## src/rtl/if_id_pkg.sv

```systemverilog
// Shared types for the IF/ID fetch queue: default field widths, the queued entry layout and
// the all-zero bubble presented to ID when nothing is queued.
package if_id_pkg;

    localparam int unsigned IF_ID_DATA_W = 32;
    localparam int unsigned IF_ID_PRED_W = 2;

    typedef struct packed {
        logic [IF_ID_DATA_W-1:0] pc_4;
        logic [IF_ID_DATA_W-1:0] inst;
        logic [IF_ID_DATA_W-1:0] pc_predict;
        logic [IF_ID_PRED_W-1:0] pred;
    } if_id_entry_t;

    localparam if_id_entry_t IF_ID_BUBBLE = '0;

endpackage

```

## src/rtl/fifo_ptr_ctrl.sv

```systemverilog
// Pointer, occupancy and full/empty control for a power-of-two in-order queue; storage lives in
// the instantiating module. Reset beats flush, flush beats push and pop.
module fifo_ptr_ctrl #(
    parameter int unsigned DEPTH = 4,
    localparam int unsigned PTR_W = $clog2(DEPTH),
    localparam int unsigned CNT_W = $clog2(DEPTH + 1)
) (
    input  logic             clk_i,
    input  logic             rst_i,
    input  logic             flush_i,
    input  logic             wr_valid_i,
    input  logic             rd_ready_i,
    output logic             wr_en_o,
    output logic             rd_en_o,
    output logic [PTR_W-1:0] wr_ptr_o,
    output logic [PTR_W-1:0] rd_ptr_o,
    output logic [CNT_W-1:0] count_o,
    output logic             full_o,
    output logic             empty_o
);

    logic [PTR_W-1:0] wr_ptr_q, wr_ptr_d;
    logic [PTR_W-1:0] rd_ptr_q, rd_ptr_d;
    logic [CNT_W-1:0] count_q, count_d;

    assign full_o   = (count_q == CNT_W'(DEPTH));
    assign empty_o  = (count_q == '0);
    assign wr_en_o  = wr_valid_i & ~full_o;
    assign rd_en_o  = rd_ready_i & ~empty_o;
    assign wr_ptr_o = wr_ptr_q;
    assign rd_ptr_o = rd_ptr_q;
    assign count_o  = count_q;

    always_comb begin
        wr_ptr_d = wr_ptr_q;
        rd_ptr_d = rd_ptr_q;
        count_d  = count_q;
        if (flush_i) begin
            wr_ptr_d = '0;
            rd_ptr_d = '0;
            count_d  = '0;
        end else begin
            // Power-of-two depth, so natural overflow of the pointer is the modulo wrap.
            if (wr_en_o) wr_ptr_d = wr_ptr_q + PTR_W'(1);
            if (rd_en_o) rd_ptr_d = rd_ptr_q + PTR_W'(1);
            count_d = count_q + CNT_W'(wr_en_o) - CNT_W'(rd_en_o);
        end
    end

    always_ff @(posedge clk_i) begin
        if (rst_i) begin
            wr_ptr_q <= '0;
            rd_ptr_q <= '0;
            count_q  <= '0;
        end else begin
            wr_ptr_q <= wr_ptr_d;
            rd_ptr_q <= rd_ptr_d;
            count_q  <= count_d;
        end
    end

endmodule

```

## src/rtl/if_id_fetch_queue.sv

```systemverilog
// IF/ID boundary queue: DEPTH-entry in-order buffer with valid/ready on both sides and a
// mispredict flush. ID sees an all-zero bubble whenever the queue is empty.
module if_id_fetch_queue
    import if_id_pkg::*;
#(
    parameter int unsigned DATA_W = IF_ID_DATA_W,
    parameter int unsigned PRED_W = IF_ID_PRED_W,
    parameter int unsigned DEPTH  = 4,
    localparam int unsigned CNT_W = $clog2(DEPTH + 1)
) (
    input  logic              clk_i,
    input  logic              rst_i,
    input  logic              flush_i,
    input  logic              in_valid_i,
    output logic              in_ready_o,
    input  logic [DATA_W-1:0] in_pc_4_i,
    input  logic [DATA_W-1:0] in_inst_i,
    input  logic [DATA_W-1:0] in_pc_predict_i,
    input  logic [PRED_W-1:0] in_pred_i,
    output logic              out_valid_o,
    input  logic              out_ready_i,
    output logic [DATA_W-1:0] out_pc_4_o,
    output logic [DATA_W-1:0] out_inst_o,
    output logic [DATA_W-1:0] out_pc_predict_o,
    output logic [PRED_W-1:0] out_pred_o,
    output logic [CNT_W-1:0]  count_o
);

    localparam int unsigned PTR_W = $clog2(DEPTH);

    if_id_entry_t     mem_q [DEPTH];
    if_id_entry_t     head;
    logic             wr_en, rd_en, full, empty;
    logic [PTR_W-1:0] wr_ptr, rd_ptr;

    fifo_ptr_ctrl #(
        .DEPTH (DEPTH)
    ) u_ptr_ctrl (
        .clk_i      (clk_i),
        .rst_i      (rst_i),
        .flush_i    (flush_i),
        .wr_valid_i (in_valid_i),
        .rd_ready_i (out_ready_i),
        .wr_en_o    (wr_en),
        .rd_en_o    (rd_en),
        .wr_ptr_o   (wr_ptr),
        .rd_ptr_o   (rd_ptr),
        .count_o    (count_o),
        .full_o     (full),
        .empty_o    (empty)
    );

    always_ff @(posedge clk_i) begin
        if (rst_i) begin
            for (int i = 0; i < DEPTH; i++) mem_q[i] <= IF_ID_BUBBLE;
        end else if (wr_en && !flush_i) begin
            mem_q[wr_ptr] <= '{pc_4: in_pc_4_i, inst: in_inst_i,
                               pc_predict: in_pc_predict_i, pred: in_pred_i};
        end
    end

    // Stale slot contents are never exposed: the head is masked by occupancy.
    assign head             = empty ? IF_ID_BUBBLE : mem_q[rd_ptr];
    assign in_ready_o       = ~full;
    assign out_valid_o      = ~empty;
    assign out_pc_4_o       = head.pc_4;
    assign out_inst_o       = head.inst;
    assign out_pc_predict_o = head.pc_predict;
    assign out_pred_o       = head.pred;

    logic unused_rd_en;
    assign unused_rd_en = rd_en;

endmodule
```

## config.mk

```make
export PLATFORM = sky130hd
export DESIGN_NAME = if_id_fetch_queue
export DESIGN_NICKNAME = d
export VERILOG_FILES = /design/src/rtl/if_id_pkg.sv /design/src/rtl/fifo_ptr_ctrl.sv /design/src/rtl/if_id_fetch_queue.sv
export SDC_FILE = /design/constraint.sdc
export NUM_CORES = 1
export LEC_CHECK = 0
export ABC_AREA = 1
export CAP_MARGIN = 20
export CORE_MARGIN = 2
export CORE_UTILIZATION = 30
export DETAILED_ROUTE_END_ITERATION = 6
export PLACE_DENSITY_LB_ADDON = 0.12
export SYNTH_ARGS = -nofsm -noshare
export SYNTH_HDL_FRONTEND = slang
export SYNTH_SLANG_ARGS = --single-unit
export TNS_END_PERCENT = 10
```

## constraint.sdc

```tcl
create_clock -name clk_i -period 13.7 [get_ports clk_i]
set_clock_uncertainty 0.15 [all_clocks]
set_input_delay 2.74 -clock clk_i [delete_from_list [all_inputs] [get_ports clk_i]]
set_output_delay 2.74 -clock clk_i [all_outputs]
set_load 0.01 [all_outputs]
```

==> results.py <==
metrics = {
    "status": {
        "outcome": "completed",
    },
    "detailed_routing": {
        "drc": 0,
        "vias": 13400,
        "drtPass1Iterations": 5,
        "avgRoutedWirePerCell_um": 20.7,
        "drtIter0Drc": 917,
        "routed_wl_um": 56400,
        "vias_per_cell": 4.92,
        "ant_nets": 0,
    },
    "sta": {
        "finalHoldViolCount": 0,
        "fin_ws_ns": 7.14,
        "fin_crit_ns": 6.56,
        "fin_tns_setup_ns": 0,
        "max_freq_mhz": 153,
        "period_share": 0.479,
        "grt_setup_unrepaired": "false",
        "relSlewSlack": 0.255,
        "worst_slew_pin_slew_ns": 1.12,
        "finalSetupViolCount": 0,
        "drv_slew": 0,
    },
    "critical_path": {
        "critical_path_class": "reg2out",
        "crit_arrival_ns": 3.67,
        "crit_path_start_kind": "flip-flop",
        "crit_buf_inv": 3,
        "max_stage_delay_ns": 0.95,
        "path_max_fanout": 104,
        "end_kind": "output pin",
        "critPathSlowestCell": "buf_4",
        "critical_path.cell_chain": "inv_6 -> buf_4 -> o21ai_0 -> a21oi_1 -> clkdlybuf4s50_1",
        "crit_family": "buffers and inverters",
        "critical_path_required_ns": 10.81,
    },
    "floorplan": {
        "start_util": 0.302,
        "die_h_um": 250,
        "core_mm2": 0.0602,
        "die_area_mm2": 0.0627,
        "die_w_um": 250,
        "rows": 90,
        "num_io_pins": 206,
    },
    "synthesis": {
        "synth_warnings": 0,
        "synthArstFlopShare": 0,
        "synth-seq-cells": 401,
        "synth_cell_types": 24,
        "post-synth-top-count-cell": "nor2_1",
        "syn_inst": 1786,
        "yosys.area.top_type": "edfxtp_1",
        "yosys-top-cells-area": "edfxtp_1 (65%), nor2_1 (10%), nor3_1 (7.4%)",
        "yosys-top-cells-count": "nor2_1 (502), edfxtp_1 (392), nor3_1 (270)",
        "synthFlopType": "edfxtp_1",
        "synthesis.area_mm2": 0.0182,
        "seq_area_frac_synth": 0.656,
        "synth_top_cell_area_share": 0.646,
        "synth_area_per_cell_um2": 10.2,
        "synth.net_count": 1892,
        "synth-edff-count": 392,
    },
    "clocking": {
        "cts_tree": "built",
        "clkLatencyLatePin_ns": 0.57,
        "clock-sinks": 401,
        "cts-root-buf": "clkbuf_16",
        "clkTransAtPathRegs_ns": 0.06,
        "cts_max_path_buffers": 3,
        "ctsHoldBuffers": 0,
        "cts_buffers": 46,
        "cts_resized": 0,
        "post_cts_buffers": 0,
        "cts_htree_levels": 2,
    },
    "cells_and_area": {
        "nets": 2013,
        "diodes": 0,
        "drive_above_1_share": 0.0546,
        "area_growth_pct": 21.5,
    },
    "pwr": {
        "leakage_uw": 0.00780,
        "vdd_drop_max_mv": 0.0819,
        "power_density_mw_per_mm2": 131,
    },
    "grt": {
        "grt_first_pass_wirelength_um": 85500,
        "grtUsageTotal": 0.179,
        "grt_pass1_vias": 13500,
        "grt_start_max_net_pins": 201,
        "grt_overflow": 0,
        "antenna_found_initial": 3,
    },
    "place": {
        "io_buffer_count": 205,
        "pre_cts_slack_ns": 7.05,
        "gp_congestion": 0.738,
        "hpwlAfterDp_um": 28100,
    },
    "flow_run": {
        "drv_cap": 0,
    },
    "min_path": {
        "hp-class": "reg2reg",
    },
}
-- power by group --
part / internal [uW] / switching (uW)
clock network: 687 / 496
registers: 1410 / 14.9
logic: 102 / 200
-- cell type report --
class	count	area, um^2
Clock buffer	65	1290
Clock inverter	16	121
Fill cell	5994	38100
Inverter	116	453
Multi-Input combinational cell	1120	5130
Sequential cell	401	12000
Tap cell	782	978
Timing Repair Buffer	222	2200
-- path summary, 6_finish.rpt --
| path | from | to | slack (ns) | depth (start not counted) |
|---|---|---|---|---|
| worst min-delay path | u_ptr_ctrl.wr_ptr_o[0] | u_ptr_ctrl.wr_ptr_o[0] | 0.32 | 2 |
| worst max-delay path | flip-flop | out_pred_o[0] | 7.14 | 5 |
| worst max register to register | u_ptr_ctrl.wr_ptr_o[1] | mem_q[1][49] | 9.94 | 4 |
| worst min register to register | u_ptr_ctrl.wr_ptr_o[0] | u_ptr_ctrl.wr_ptr_o[0] | 0.32 | 2 |
-- registers in the layout, indices dropped and copies added, names as in the netlist, named ones only --
name / cells
mem_q: 392
u_ptr_ctrl.count_o: 3
u_ptr_ctrl.rd_ptr_o: 2
u_ptr_ctrl.wr_ptr_o: 2
-- placed cells by master (no fill, tap or decap), types with 3 or more instances in the layout --
master           count
clkbuf_1            16
clkinv_2             3
buf_4               15
nand2_1             15
dfxtp_4              3
clkinv_1            10
nor3_2              18
nor3_1             270
edfxtp_1           392
clkbuf_16           49
dfxtp_1              6
inv_4                5
clkdlybuf4s50_1    205
o21ai_1              6
nand3_1              4
inv_1              110
a21oi_1            101
o21ai_0            191
nor2_1             502
-- metrics by stage --
step                instances  area [um^2]  hold WS [ns]  total power (uW)   util
global route             2722        22100         0.352              3010  0.367
floorplan                1786        18200         0.294              1610      -
CTS                      2722        22100         0.322              2950  0.367
global placement         2641        20700         0.320              1760  0.344
finish                   2722        22100         0.321              2910  0.367
detailed placement       2641        20700         0.312              1760  0.344
-- kinds of logic (layout without fill, tap and decap cells) --
logic type | Yosys count | in the layout | synth area share
xor+xnor | 1 | 1 | 0.000481
flops | 401 | 401 | 0.656
fa+ha+maj | 3 | 3 | 0.00247
compound gates | 300 | 300 | 0.0824
buf+inv | 265 | 419 | 0.0646
simple gates | 816 | 816 | 0.194
-- metal layers --
layer	part of all wire	vias up	routed length, um	global-route usage
met5	0.00064	-	36	0
met4	0.018	6	1030	0.0426
met3	0.043	71	2420	0.0296
met2	0.46	286	26100	0.286
met1	0.47	6625	26800	0.253
li1	-	6398	-	-
-- worst register-to-register path, cell delays in order (launching register included) --
cell and delay [ns]:
dfxtp_4 0.57, nor2_1 0.34, nand4_1 0.56, nand2_4 0.89, buf_4 0.85
No activity file was read; power rests on OpenSTA's default activity.
